File: src/rtl/btn_pulse_gen_pkg.sv
// ============================================================================
// btn_pkg
// ----------------------------------------------------------------------------
// Shared definitions for the push-button input conditioner:
//   - btn_state_e : debounce FSM state encoding
//   - DEF_*       : default timing constants (50 MHz system clock)
//   - max_u       : helper used to size the optional auto-repeat counter
// ============================================================================
package btn_pkg;

    // Debounce FSM states. The encoding values are kept stable so that
    // anything probing the state register keeps decoding it the same way.
    typedef enum logic [1:0] {
        IDLE         = 2'd0,
        PRESS_WAIT   = 2'd1,
        HELD         = 2'd2,
        RELEASE_WAIT = 2'd3
    } btn_state_e;

    // 20 ms of stable samples at 50 MHz.
    localparam int unsigned DEF_DEBOUNCE_CYCLES = 1000000;
    // 500 ms hold before the first auto-repeat pulse.
    localparam int unsigned DEF_REPEAT_DELAY    = 25000000;
    // 100 ms between subsequent auto-repeat pulses.
    localparam int unsigned DEF_REPEAT_PERIOD   = 5000000;

    function automatic int unsigned max_u(input int unsigned a,
                                          input int unsigned b);
        return (a > b) ? a : b;
    endfunction

endpackage : btn_pkg

File: src/rtl/btn_pulse_gen_sync_2ff.sv
// ============================================================================
// sync_2ff
// ----------------------------------------------------------------------------
// 1-bit two-flop synchronizer for an input that is asynchronous to clk.
// Both flops clear to 0 on reset, so a level present across reset release is
// seen downstream as a fresh 0->1 transition.
//
// Ports:
//   clk : system clock
//   rst : asynchronous, active-low reset
//   d   : asynchronous input
//   q   : synchronized output (two clk edges of latency)
// ============================================================================
module sync_2ff (
    input  logic clk,
    input  logic rst,
    input  logic d,
    output logic q
);

    logic meta_q;
    logic meta_d;
    logic sync_q;
    logic sync_d;

    always_comb begin
        meta_d = d;
        sync_d = meta_q;
    end

    always_ff @(posedge clk or negedge rst) begin
        if (!rst) begin
            meta_q <= 1'b0;
            sync_q <= 1'b0;
        end else begin
            meta_q <= meta_d;
            sync_q <= sync_d;
        end
    end

    assign q = sync_q;

endmodule : sync_2ff

File: src/rtl/btn_pulse_gen.sv
// ============================================================================
// btn_pulse_gen
// ----------------------------------------------------------------------------
// Input conditioner for a raw mechanical push-button. The button is
// synchronized (sync_2ff), debounced by a four-state FSM, and turned into:
//   - btn_trig    : one-cycle pulse per accepted press (increment enable for
//                   the downstream BCD counter)
//   - btn_level   : debounced button level
//   - btn_release : one-cycle pulse per accepted release
//
// Build option:
//   AUTO_REPEAT_EN - when defined, holding the button emits extra btn_trig
//                    pulses: first after REPEAT_DELAY cycles in HELD, then
//                    every REPEAT_PERIOD cycles. When undefined no repeat
//                    logic exists and REPEAT_* are unused.
//
// Ports:
//   clk         : system clock
//   rst         : asynchronous, active-low reset
//   btn         : raw button, active-high, asynchronous to clk
//   btn_trig    : press / auto-repeat pulse
//   btn_level   : debounced level
//   btn_release : release pulse
// ============================================================================
module btn_pulse_gen
    import btn_pkg::*;
#(
    parameter int unsigned DEBOUNCE_CYCLES = DEF_DEBOUNCE_CYCLES,
    parameter int unsigned REPEAT_DELAY    = DEF_REPEAT_DELAY,
    parameter int unsigned REPEAT_PERIOD   = DEF_REPEAT_PERIOD
) (
    input  logic clk,
    input  logic rst,
    input  logic btn,
    output logic btn_trig,
    output logic btn_level,
    output logic btn_release
);

    localparam int unsigned          CNT_W   = $clog2(DEBOUNCE_CYCLES + 1);
    localparam logic [CNT_W-1:0]     CNT_MAX = CNT_W'(DEBOUNCE_CYCLES);
    localparam logic [CNT_W-1:0]     CNT_ONE = CNT_W'(1);

    // ------------------------------------------------------------------
    // Synchronizer
    // ------------------------------------------------------------------
    logic btn_s;

    sync_2ff u_sync (
        .clk (clk),
        .rst (rst),
        .d   (btn),
        .q   (btn_s)
    );

    // ------------------------------------------------------------------
    // Debounce FSM
    // ------------------------------------------------------------------
    btn_state_e       state_q;
    btn_state_e       state_d;
    logic [CNT_W-1:0] cnt_q;
    logic [CNT_W-1:0] cnt_d;
    logic             accept_d;   // PRESS_WAIT -> HELD this cycle
    logic             rel_d;      // RELEASE_WAIT -> IDLE this cycle

    always_comb begin
        state_d  = state_q;
        cnt_d    = cnt_q;
        accept_d = 1'b0;
        rel_d    = 1'b0;

        case (state_q)
            IDLE: begin
                if (btn_s) begin
                    state_d = PRESS_WAIT;
                    cnt_d   = CNT_ONE;
                end
            end

            PRESS_WAIT: begin
                if (!btn_s) begin
                    state_d = IDLE;
                    cnt_d   = '0;
                end else if (cnt_q == CNT_MAX) begin
                    state_d  = HELD;
                    cnt_d    = '0;
                    accept_d = 1'b1;
                end else if (cnt_q != CNT_MAX) begin
                    cnt_d = cnt_q + CNT_ONE;
                end
            end

            HELD: begin
                if (!btn_s) begin
                    state_d = RELEASE_WAIT;
                    cnt_d   = CNT_ONE;
                end
            end

            RELEASE_WAIT: begin
                if (btn_s) begin
                    state_d = HELD;
                    cnt_d   = '0;
                end else if (cnt_q == CNT_MAX) begin
                    state_d = IDLE;
                    cnt_d   = '0;
                    rel_d   = 1'b1;
                end else if (cnt_q != CNT_MAX) begin
                    cnt_d = cnt_q + CNT_ONE;
                end
            end

            default: begin
                state_d = IDLE;
                cnt_d   = '0;
            end
        endcase
    end

    // ------------------------------------------------------------------
    // Auto-repeat counter (optional)
    // ------------------------------------------------------------------
    logic rpt_d;   // repeat pulse decided this cycle

`ifdef AUTO_REPEAT_EN
    localparam int unsigned      RPT_MAX = max_u(REPEAT_DELAY, REPEAT_PERIOD);
    localparam int unsigned      RPT_W   = $clog2(RPT_MAX + 1);
    localparam logic [RPT_W-1:0] RPT_ONE = RPT_W'(1);

    logic [RPT_W-1:0] rpt_cnt_q;
    logic [RPT_W-1:0] rpt_cnt_d;
    logic             rpt_first_q;   // still waiting out REPEAT_DELAY
    logic             rpt_first_d;
    logic [RPT_W-1:0] rpt_limit;

    // The counter advances only while the FSM stays in HELD; it freezes in
    // RELEASE_WAIT so a bounce back to HELD resumes where it left off.
    // A limit of N-1 makes the pulse land N cycles after the previous one.
    always_comb begin
        rpt_cnt_d   = rpt_cnt_q;
        rpt_first_d = rpt_first_q;
        rpt_d       = 1'b0;
        rpt_limit   = rpt_first_q ? RPT_W'(REPEAT_DELAY - 1)
                                  : RPT_W'(REPEAT_PERIOD - 1);

        if (accept_d) begin
            rpt_cnt_d   = '0;
            rpt_first_d = 1'b1;
        end else if (state_q == HELD && btn_s) begin
            if (rpt_cnt_q == rpt_limit) begin
                rpt_d       = 1'b1;
                rpt_cnt_d   = '0;
                rpt_first_d = 1'b0;
            end else begin
                rpt_cnt_d = rpt_cnt_q + RPT_ONE;
            end
        end
    end

    always_ff @(posedge clk or negedge rst) begin
        if (!rst) begin
            rpt_cnt_q   <= '0;
            rpt_first_q <= 1'b0;
        end else begin
            rpt_cnt_q   <= rpt_cnt_d;
            rpt_first_q <= rpt_first_d;
        end
    end
`else
    logic unused_rpt_params;

    assign unused_rpt_params = ^{REPEAT_DELAY, REPEAT_PERIOD};

    always_comb begin
        rpt_d = 1'b0;
    end
`endif

    // ------------------------------------------------------------------
    // Output stage
    // ------------------------------------------------------------------
    // Transition strobes are captured in one register stage and the ports
    // are driven from a second, which places btn_trig/btn_release
    // DEBOUNCE_CYCLES+3 edges after the first edge that sees the new level.
    logic accept_q;
    logic rel_q;
    logic rpt_q;
    logic btn_trig_q;
    logic btn_trig_d;
    logic btn_level_q;
    logic btn_level_d;
    logic btn_release_q;
    logic btn_release_d;

    always_comb begin
        btn_trig_d    = accept_q | rpt_q;
        btn_release_d = rel_q;
        btn_level_d   = btn_level_q;
        if (accept_q) begin
            btn_level_d = 1'b1;
        end else if (rel_q) begin
            btn_level_d = 1'b0;
        end
    end

    always_ff @(posedge clk or negedge rst) begin
        if (!rst) begin
            state_q       <= IDLE;
            cnt_q         <= '0;
            accept_q      <= 1'b0;
            rel_q         <= 1'b0;
            rpt_q         <= 1'b0;
            btn_trig_q    <= 1'b0;
            btn_level_q   <= 1'b0;
            btn_release_q <= 1'b0;
        end else begin
            state_q       <= state_d;
            cnt_q         <= cnt_d;
            accept_q      <= accept_d;
            rel_q         <= rel_d;
            rpt_q         <= rpt_d;
            btn_trig_q    <= btn_trig_d;
            btn_level_q   <= btn_level_d;
            btn_release_q <= btn_release_d;
        end
    end

    assign btn_trig    = btn_trig_q;
    assign btn_level   = btn_level_q;
    assign btn_release = btn_release_q;

endmodule : btn_pulse_gen

File: config.mk
export PLATFORM = sky130hd
export DESIGN_NAME = btn_pulse_gen
export DESIGN_NICKNAME = d
export VERILOG_FILES = /design/src/rtl/btn_pulse_gen_pkg.sv /design/src/rtl/btn_pulse_gen_sync_2ff.sv /design/src/rtl/btn_pulse_gen.sv
export SDC_FILE = /design/constraint.sdc
export NUM_CORES = 1
export LEC_CHECK = 0
export CORE_AREA = 5 5 57 59
export DETAILED_ROUTE_END_ITERATION = 8
export DIE_AREA = 0 0 62 64
export HOLD_SLACK_MARGIN = 0.15
export PLACE_DENSITY = 0.78
export SYNTH_ARGS = -nofsm -noshare
export SYNTH_HDL_FRONTEND = slang
export SYNTH_SLANG_ARGS = --single-unit
File: constraint.sdc
create_clock -name clk -period 2.65 [get_ports clk]
set_clock_uncertainty 0.15 [all_clocks]
set_input_delay 0.53 -clock clk [delete_from_list [all_inputs] [get_ports clk]]
set_output_delay 0.53 -clock clk [all_outputs]
set_load 0.01 [all_outputs]
## After elaboration in Yosys (flattened, before gate mapping)

Cells that the tools add are included.

- Logic and storage cells: 44
- Register bits after elaboration: 29

- Muxes and demuxes: 21
- Reductions and logical operators: 4
- Add/subtract/negate cells: 1
- Equal/unequal tests: 9

Operators by type and width:

| operator | number |
|---|---|
| two-way mux 20 bit | 6 |
| one-hot mux 20 bit (4 select lines) | 1 |
| adder 20 x 1 -> 20 bit (second input constant) | 1 |
| == test 20 bit (second input constant) | 1 |
| != test 20 bit (second input constant) | 1 |
| two-way mux 2 bit | 6 |
| one-hot mux 2 bit (4 select lines) | 1 |
| two-way mux 1 bit | 7 |
| == test 2 bit (second input constant) | 2 |
| AND reduction 4 bit | 1 |
| != test 3 x 2 -> 1 bit (second input constant) | 1 |
| != test 3 bit (second input constant) | 1 |
| == test 2 x 1 -> 1 bit (second input constant) | 1 |
| logical NOT 2 bit | 1 |
| != test 2 x 1 -> 1 bit (second input constant) | 1 |
| != test 2 bit (second input constant) | 1 |
| AND reduction 2 bit | 1 |
| nonzero test 2 bit | 1 |

## Longest topological paths before layout

Gate-level depths: netlist (run 1).

- Depth in word-level cells: 5
- Depth in mapped cells: 8
- Gate-level depth less buffers: 7

## By module

Synthesis (run 1) repeated with hierarchy kept, for this count alone.

- Cell total of the unflattened synthesis: 159
- Area total of the unflattened synthesis: 1511.4 sq um

Modules (own cells, without submodules):

| module | instances | cells each | area an instance (sq um) | sequential area each (sq um) |
|---|---|---|---|---|
| btn_pulse_gen | 1 | 157 | 1461.4 | 675.6 |
| sync_2ff | 1 | 2 | 50.0 | 50.0 |

## Least setup slack after synthesis (run 1)

Ideal clock, no wire load.

- Kind: register to register
- Start: register cnt_q[0]
- End: register cnt_q[13]
- Arrival: 1.647 ns
- Stages on the path, launching flop included: 8
- Slack: 0.732 ns
- Setup time: 0.121 ns
- Period minus slack after synthesis: 1.918 ns
- Cell sequence: dfrtp_1 -> inv_1 -> ha_1 -> and4bb_2 -> nand3_1 -> o31a_4 -> a21o_1 -> a22o_1

- Word-level cells in the longest chain between the ends: 5
- Elaborated cells between the ends (all ways): 8
- Classes of those cells: add/sub: 1; eq/ne: 2; mux: 5

Ends and longest elaborated chain:

| what | line | text |
|---|---|---|
| start, declared | btn_pulse_gen.sv:61 | `logic [CNT_W-1:0] cnt_q;` |
| start signal, assigned | btn_pulse_gen.sv:218 | `cnt_q <= cnt_d;` |
| adder 20 x 1 -> 20 bit / != test 20 bit (equally long branches) | -- |  |
| two-way mux 20 bit | btn_pulse_gen.sv:88, btn_pulse_gen.sv:108 |  |
| two-way mux 20 bit (*) | btn_pulse_gen.sv:84 | `end else if (cnt_q == CNT_MAX) begin` |
| two-way mux 20 bit (on tied branches) | btn_pulse_gen.sv:101, btn_pulse_gen.sv:81 |  |
| one-hot mux 20 bit (4 select lines) (*) | btn_pulse_gen.sv:72 | `case (state_q)` |

Mark *: on every way between the ends. The rest lies on a longest branch, timed or not.
A chain may end at the register's enable or synchronous reset.

## Worst setup path after layout (run 1)

Same ends and word-level chain as after synthesis.

==> impl_results.md, run 1 <==
* Maxcap violations at 0
* Vias in the first global route at 1170
* Clock buffer depth at 2
* Final Hold Viols at 0
* Worst hold path cell count at 0
* Synth top cells by count: dfrtp_1 (29), nand3_1 (22), a21oi_1 (15), nand2_1 (15)
* Synth Instances at 152
* Slowest stage delay, CP at 0.49 ns
* Run status: finished, final reports clean
* Syn Area/Cell at 9.89 um^2
* Die W at 62 um
* NumNets Final at 165
* Remaining DRCs at 0
* Vias per cell at 6.30
* CP Launch Type: flip-flop
* Largest net degree at the start of global routing at 30
* Count leader, synth: dfrtp_1
* # setup viols final at 0
* Met3 WL at 135 um
* Routed met1 length at 1360 um
* Prevailing post-synth register cell: dfrtp_1
* Worst r2r path cells at 7
* Starting Density at 0.565
* Worst Hold Class: flip-flop to flip-flop
* WS Path Type: flip-flop to flip-flop
* Pwr/cell area at 483 nW/um^2
* Total power at 0.000782 W
* Post-cts sizing count at 0
* Multi-input logic area at 719 um^2
* CP endpoint kind: flip-flop
* Initial antenna violation count at 0
* Post-synthesis sequential area ratio at 0.483
* Grt ovf at 0
* TritonCTS clock tree: built
* WL met2 at 1470 um
* CTS buffer count at 5
* Insertion delay to the later sink of the worst-skew pair at 0.33 ns
* Core area at 2660 um^2
* Leak at 0.705 nW
* Top sig layer: met4
* Die Footprint at 3970 um^2
* CP Max Fanout at 23
* Die Ht at 64 um
* Synth top area cells: dfrtp_1 (48%), nand3_1 (7.3%), a21oi_1 (5.0%), mux2i_1 (4.0%), nand2_1 (3.7%)
* RSZ-0062 raised after global routing: no
* Initial DRC Count at 58
* Area grow syn2layout at 7.65%
* Period utilization at 0.813
* Critical path data required time at 2.71 ns
* Layout cells sized above 1 at 0.119
* H-tree level count at 2
* Port Buffers at 5
* Yosys warns at 0
* Post-synth net total at 157
* GPL Wtd Cong at 0.832
* Pre-Repair DR Iteration Count at 4
* Async SR Flop Fraction at 1.00
* ANT cells at 0
* Crit path time final at 2.15 ns
* Cell breakdown of the critical path: inv_1, ha_1, and4bb_2, nand3_1, o31a_4, a21o_1, a22o_1
* Total wire length at 3030 um
* CP Data Arrival Time at 2.21 ns
* Cell Area, Synth at 1500 um^2
* Number of flops mapped to enable cells by yosys at 0
* Post-synth top area share at 0.483
* Highest clock rate at 464 MHz
* Final TNS setup at 0 ns
* Max-slew violations at 0
* Global-route wire length before repair at 5460 um
* Register area at 726 um^2
* I/O pin count at 6
* Via count at 1203
* Post-DRT Antenna Nets at 0
* Postcts setup bufs at 0
* Worst-path clk slew at 0.08 ns
* Fill count at 218
* Slew @ Worst Pin at 0.761 ns
* Synth area leader: dfrtp_1
* Post-cts hold buffer count at 0
* Detail Placement HPWL at 2070 um
* CP max stage cell: o31a_4
* Post-synth cell types at 41
* Gr usage total at 0.184
* DR WL/cell at 15.9 um
* Peak VDD IR at 0.394 mV
* Yosys reg bits at 29
* Relative slew slack at 0.492
* Rows at 19
* CTS root buffer: clkbuf_4
* CTS Sinks at 29
sequential cells by signal (all words and copies together) (netlist names), named ones only:
register       flops
cnt_q             20
accept_q           1
btn_level          1
btn_release        1
btn_release_d      1
btn_trig           1
state_q            1
u_sync.meta_q      1
u_sync.q           1
layer usage:
metal,track usage,vias to the layer above
met5,0,-
met4,0.0902,0
met3,0.0483,7
met2,0.264,31
met1,0.254,589
li1,-,576
path summary, 6_finish.rpt:
kind | end | from | slack [ns]
max reg2reg | cnt_q[13] | cnt_q[0] | 0.50
min | btn_release | btn_release_d | 0.23
max | cnt_q[13] | cnt_q[0] | 0.50
min reg2reg | btn_release | btn_release_d | 0.23
max in group asynchronous | cnt_q[15] | rst | 1.65
min in group asynchronous | cnt_q[7] | rst | 0.42
worst max-delay path, delay by kind of cell, from the launching register on:
family	cells	cell delay [ns]
flip-flops	1	0.44
buffers and inverters	1	0.08
adder cells (fa/ha/maj)	1	0.13
AND/OR/NAND/NOR	2	0.34
AO/OA/AOI/OAI	3	0.91
report_power, final:
group / total [W] / leakage [nW] / internal, W / switching [W]
sequential: 0.000460 / 0.395 / 0.000449 / 0.0000105
clock: 0.000267 / 0.0314 / 0.000125 / 0.000142
combinational: 0.0000553 / 0.279 / 0.0000194 / 0.0000358
total: 0.000782 / 0.705 / 0.000594 / 0.000188
area by class of cell:
type | instances | area share
Sequential cell | 29 | 0.448
Clock buffer | 7 | 0.0340
Multi-Input combinational cell | 112 | 0.444
Inverter | 6 | 0.0139
Tap cell | 31 | 0.0240
Timing Repair Buffer | 6 | 0.0355
through the flow:
step	setup slack, ns	hold slack [ns]	util	cells	area, um^2
after floorplan	0.732	0.0844	-	152	1500
after global placement	0.589	0.187	0.587	184	1560
after detailed placement	0.521	0.216	0.587	184	1560
after CTS	0.506	0.233	0.608	191	1620
after global routing	0.387	0.240	0.608	191	1620
final	0.496	0.232	0.608	191	1620
kinds of logic after synthesis:
group                    share of synthesized area
XOR/XNOR                                    0.0116
flip-flops                                   0.483
buffers and inverters                       0.0391
multiplexers                                0.0474
AO/OA/AOI/OAI                                0.111
adder cells (fa/ha/maj)                     0.0166
AND/OR/NAND/NOR                              0.291
layout by cell type, fill, tap and decap left out, drive strengths merged, types with 2 or more instances in the layout:
cell | Yosys | layout
nand4 | 7 | 7
inv | 6 | 6
nor3 | 3 | 3
nand2 | 15 | 15
a21o | 3 | 3
clkbuf | 2 | 7
or3 | 6 | 6
nor2 | 6 | 6
clkdlybuf4s50 | 0 | 5
a21oi | 15 | 15
and2 | 2 | 2
dfrtp | 29 | 29
nor4 | 3 | 3
a22o | 4 | 4
or4 | 3 | 3
nor3b | 2 | 2
mux2i | 6 | 6
o21ai | 2 | 2
nand3 | 22 | 22
ha | 2 | 2
Note: power is estimated with default switching activity, not from simulation.
==> run 2, diff against run 1 <==
==> constraint.sdc (replaced) <==
create_clock -name clk -period 2 [get_ports clk]
set_clock_uncertainty 0.15 [all_clocks]
set_input_delay 0.4 -clock clk [delete_from_list [all_inputs] [get_ports clk]]
set_output_delay 0.4 -clock clk [all_outputs]
set_load 0.01 [all_outputs]
==> impl_results.md, run 2 (synthesis results as in run 1) <==
* Area grow syn2layout at 26.2% (was 7.65%)
* RSZ-0062 raised after global routing: yes (was no)
* Die Footprint at 3970 um^2 (unchanged)
* Port Buffers at 5 (unchanged)
* Die W at 62 um (unchanged)
* Via count at 1328 (was 1203)
* Core area at 2660 um^2 (unchanged)
* Pre-Repair DR Iteration Count at 4 (unchanged)
* H-tree level count at 2 (unchanged)
* Rows at 19 (unchanged)
* Relative slew slack at 0.606 (was 0.492)
* Pwr/cell area at 568 nW/um^2 (was 483 nW/um^2)
* Critical path data required time at 2.08 ns (was 2.71 ns)
* Routed met1 length at 1560 um (was 1360 um)
* Initial DRC Count at 78 (was 58)
* CP bufs+invs at 1 (unchanged)
* Fill count at 194 (was 218)
* NumNets Final at 188 (was 165)
* Commonest non-fill, non-tap cell in the layout: dfrtp_1 (unchanged)
* Worst Hold Class: flip-flop to flip-flop (unchanged)
* CP endpoint kind: flip-flop (unchanged)
* Top sig layer: met4 (unchanged)
* CTS buffer count at 5 (unchanged)
* Die Ht at 64 um (unchanged)
* WS Path Type: flip-flop to flip-flop (unchanged)
* I/O pin count at 6 (unchanged)
* CTS Sinks at 29 (unchanged)
* Max FFs per register at 20 (unchanged)
* Final Hold Viols at 0 (unchanged)
* Slew @ Worst Pin at 0.586 ns (was 0.761 ns)
* Clock buffer depth at 2 (unchanged)
* Remaining DRCs at 0 (unchanged)
* CP max stage cell: o31a_4 (unchanged)
* Vias in the first global route at 1295 (was 1170)
* Starting Density at 0.565 (unchanged)
* Final TNS setup at -0.0449 ns (was 0 ns)
* Crit path time final at 2.02 ns (was 2.15 ns)
* Hold slack final at 0.204 ns (was 0.232 ns)
* Most flops, register: cnt_q (unchanged)
* Layout cells sized above 1 at 0.306 (was 0.119)
* Gr usage total at 0.198 (was 0.184)
* Slowest stage delay, CP at 0.43 ns (was 0.49 ns)
* Maxcap violations at 0 (unchanged)
* Vias per cell at 6.21 (was 6.30)
* # setup viols final at 4 (was 0)
* CTS root buffer: clkbuf_4 (unchanged)
* Cell family with most CP delay: compound AO/OA/AOI/OAI gates (unchanged)
* WL met2 at 1760 um (was 1470 um)
* GPL Wtd Cong at 0.812 (was 0.832)
* Largest net degree at the start of global routing at 30 (unchanged)
* DR WL/cell at 16.5 um (was 15.9 um)
* Total wire length at 3530 um (was 3030 um)
* Insertion delay to the later sink of the worst-skew pair at 0.33 ns (about the same)
* CP Data Arrival Time at 2.10 ns (was 2.21 ns)
* Post-DRT Antenna Nets at 0 (unchanged)
* Grt ovf at 0 (unchanged)
* Global-route wire length before repair at 5820 um (was 5460 um)
* Worst-path clk slew at 0.09 ns (was 0.08 ns)
* Initial antenna violation count at 0 (unchanged)
* Period utilization at 1.01 (was 0.813)
* Total power at 0.00108 W (was 0.000782 W)
* Post-cts hold buffer count at 0 (unchanged)
* Placed Area at 1710 um^2 (was 1560 um^2)
* TritonCTS clock tree: built (unchanged)
* Run status: finished with violations (was finished, final reports clean)
* CP Max Fanout at 6 (was 23)
* CP Launch Type: flip-flop (unchanged)
* Setup ws final at -0.0202 ns (was 0.496 ns)
* Leak at 0.859 nW (was 0.705 nW)
* Final Instance Area at 1900 um^2 (was 1620 um^2)
* Cell breakdown of the critical path: inv_1, ha_1, and4bb_2, nand3_4, o31a_4, a21o_1, a22o_1 (was inv_1, ha_1, and4bb_2, nand3_1, o31a_4, a21o_1, a22o_1)
* ANT cells at 0 (unchanged)
* Peak VDD IR at 0.663 mV (was 0.394 mV)
* Most frequent cells in the layout: dfrtp_1 (29), nand3_1 (21), buf_4 (21) (was dfrtp_1 (29), nand3_1 (22), nand2_1 (15), a21oi_1 (15))
* Detail Placement HPWL at 2350 um (was 2070 um)
* Highest clock rate at 495 MHz (was 464 MHz)
* Max-slew violations at 0 (unchanged)
* Failing checks: negative setup slack
* Met3 WL at 129 um (was 135 um)
[run 2: layout make-up]
class	count	area, um^2	share of cell area
tap	31	38.8	0.0204
clock buffer	7	55.1	0.0290
multi-input combinational	112	815	0.429
sequential	29	726	0.382
inverter	6	22.5	0.0119
timing repair buffer	29	241	0.127
[run 2: worst paths after layout]
path	cells past startpoint	startpoint	slack [ns]	endpoint
max reg2reg	7	cnt_q[0]	-0.02	cnt_q[13]
min reg2reg	0	u_sync.meta_q	0.20	u_sync.q
min in group asynchronous	2	rst	0.31	cnt_q[1]
max in group asynchronous	2	rst	1.11	cnt_q[9]
min	0	u_sync.meta_q	0.20	u_sync.q
max	7	cnt_q[0]	-0.02	cnt_q[13]
[run 2: worst register-to-register path: stages (launching register included)]
cell      delay, ns
dfrtp_1        0.39
inv_1          0.07
ha_1           0.14
and4bb_2       0.26
nand3_4        0.09
o31a_4         0.43
a21o_1         0.18
a22o_1         0.23
[run 2: repair_timing]
item,4_1_cts,5_1_grt
setup buffers,3,0
gates resized for setup,3,19
pin swaps,3,4
setup endpoints to repair,13,18
[run 2: metrics by stage]
step,setup slack [ns],instances,utilization
CTS,-0.0163,214,0.679
detailed placement,-0.0875,204,0.644
global placement,-0.0475,204,0.644
floorplan,0.0818,152,-
global route,-0.104,214,0.713
finish,-0.0202,214,0.713
[run 2: layer usage]
metal  vias up  global-route usage
met3         9              0.0604
met1       667               0.242
met2        31               0.310
li1        621                   -
met4         0              0.0955
met5         -                   0
[run 2: where the power goes]
part	internal, W	total, W	switching [W]
registers	0.000595	0.000604	0.00000850
logic	0.0000488	0.000115	0.0000665
clock network	0.000166	0.000358	0.000193
total	0.000810	0.00108	0.000268
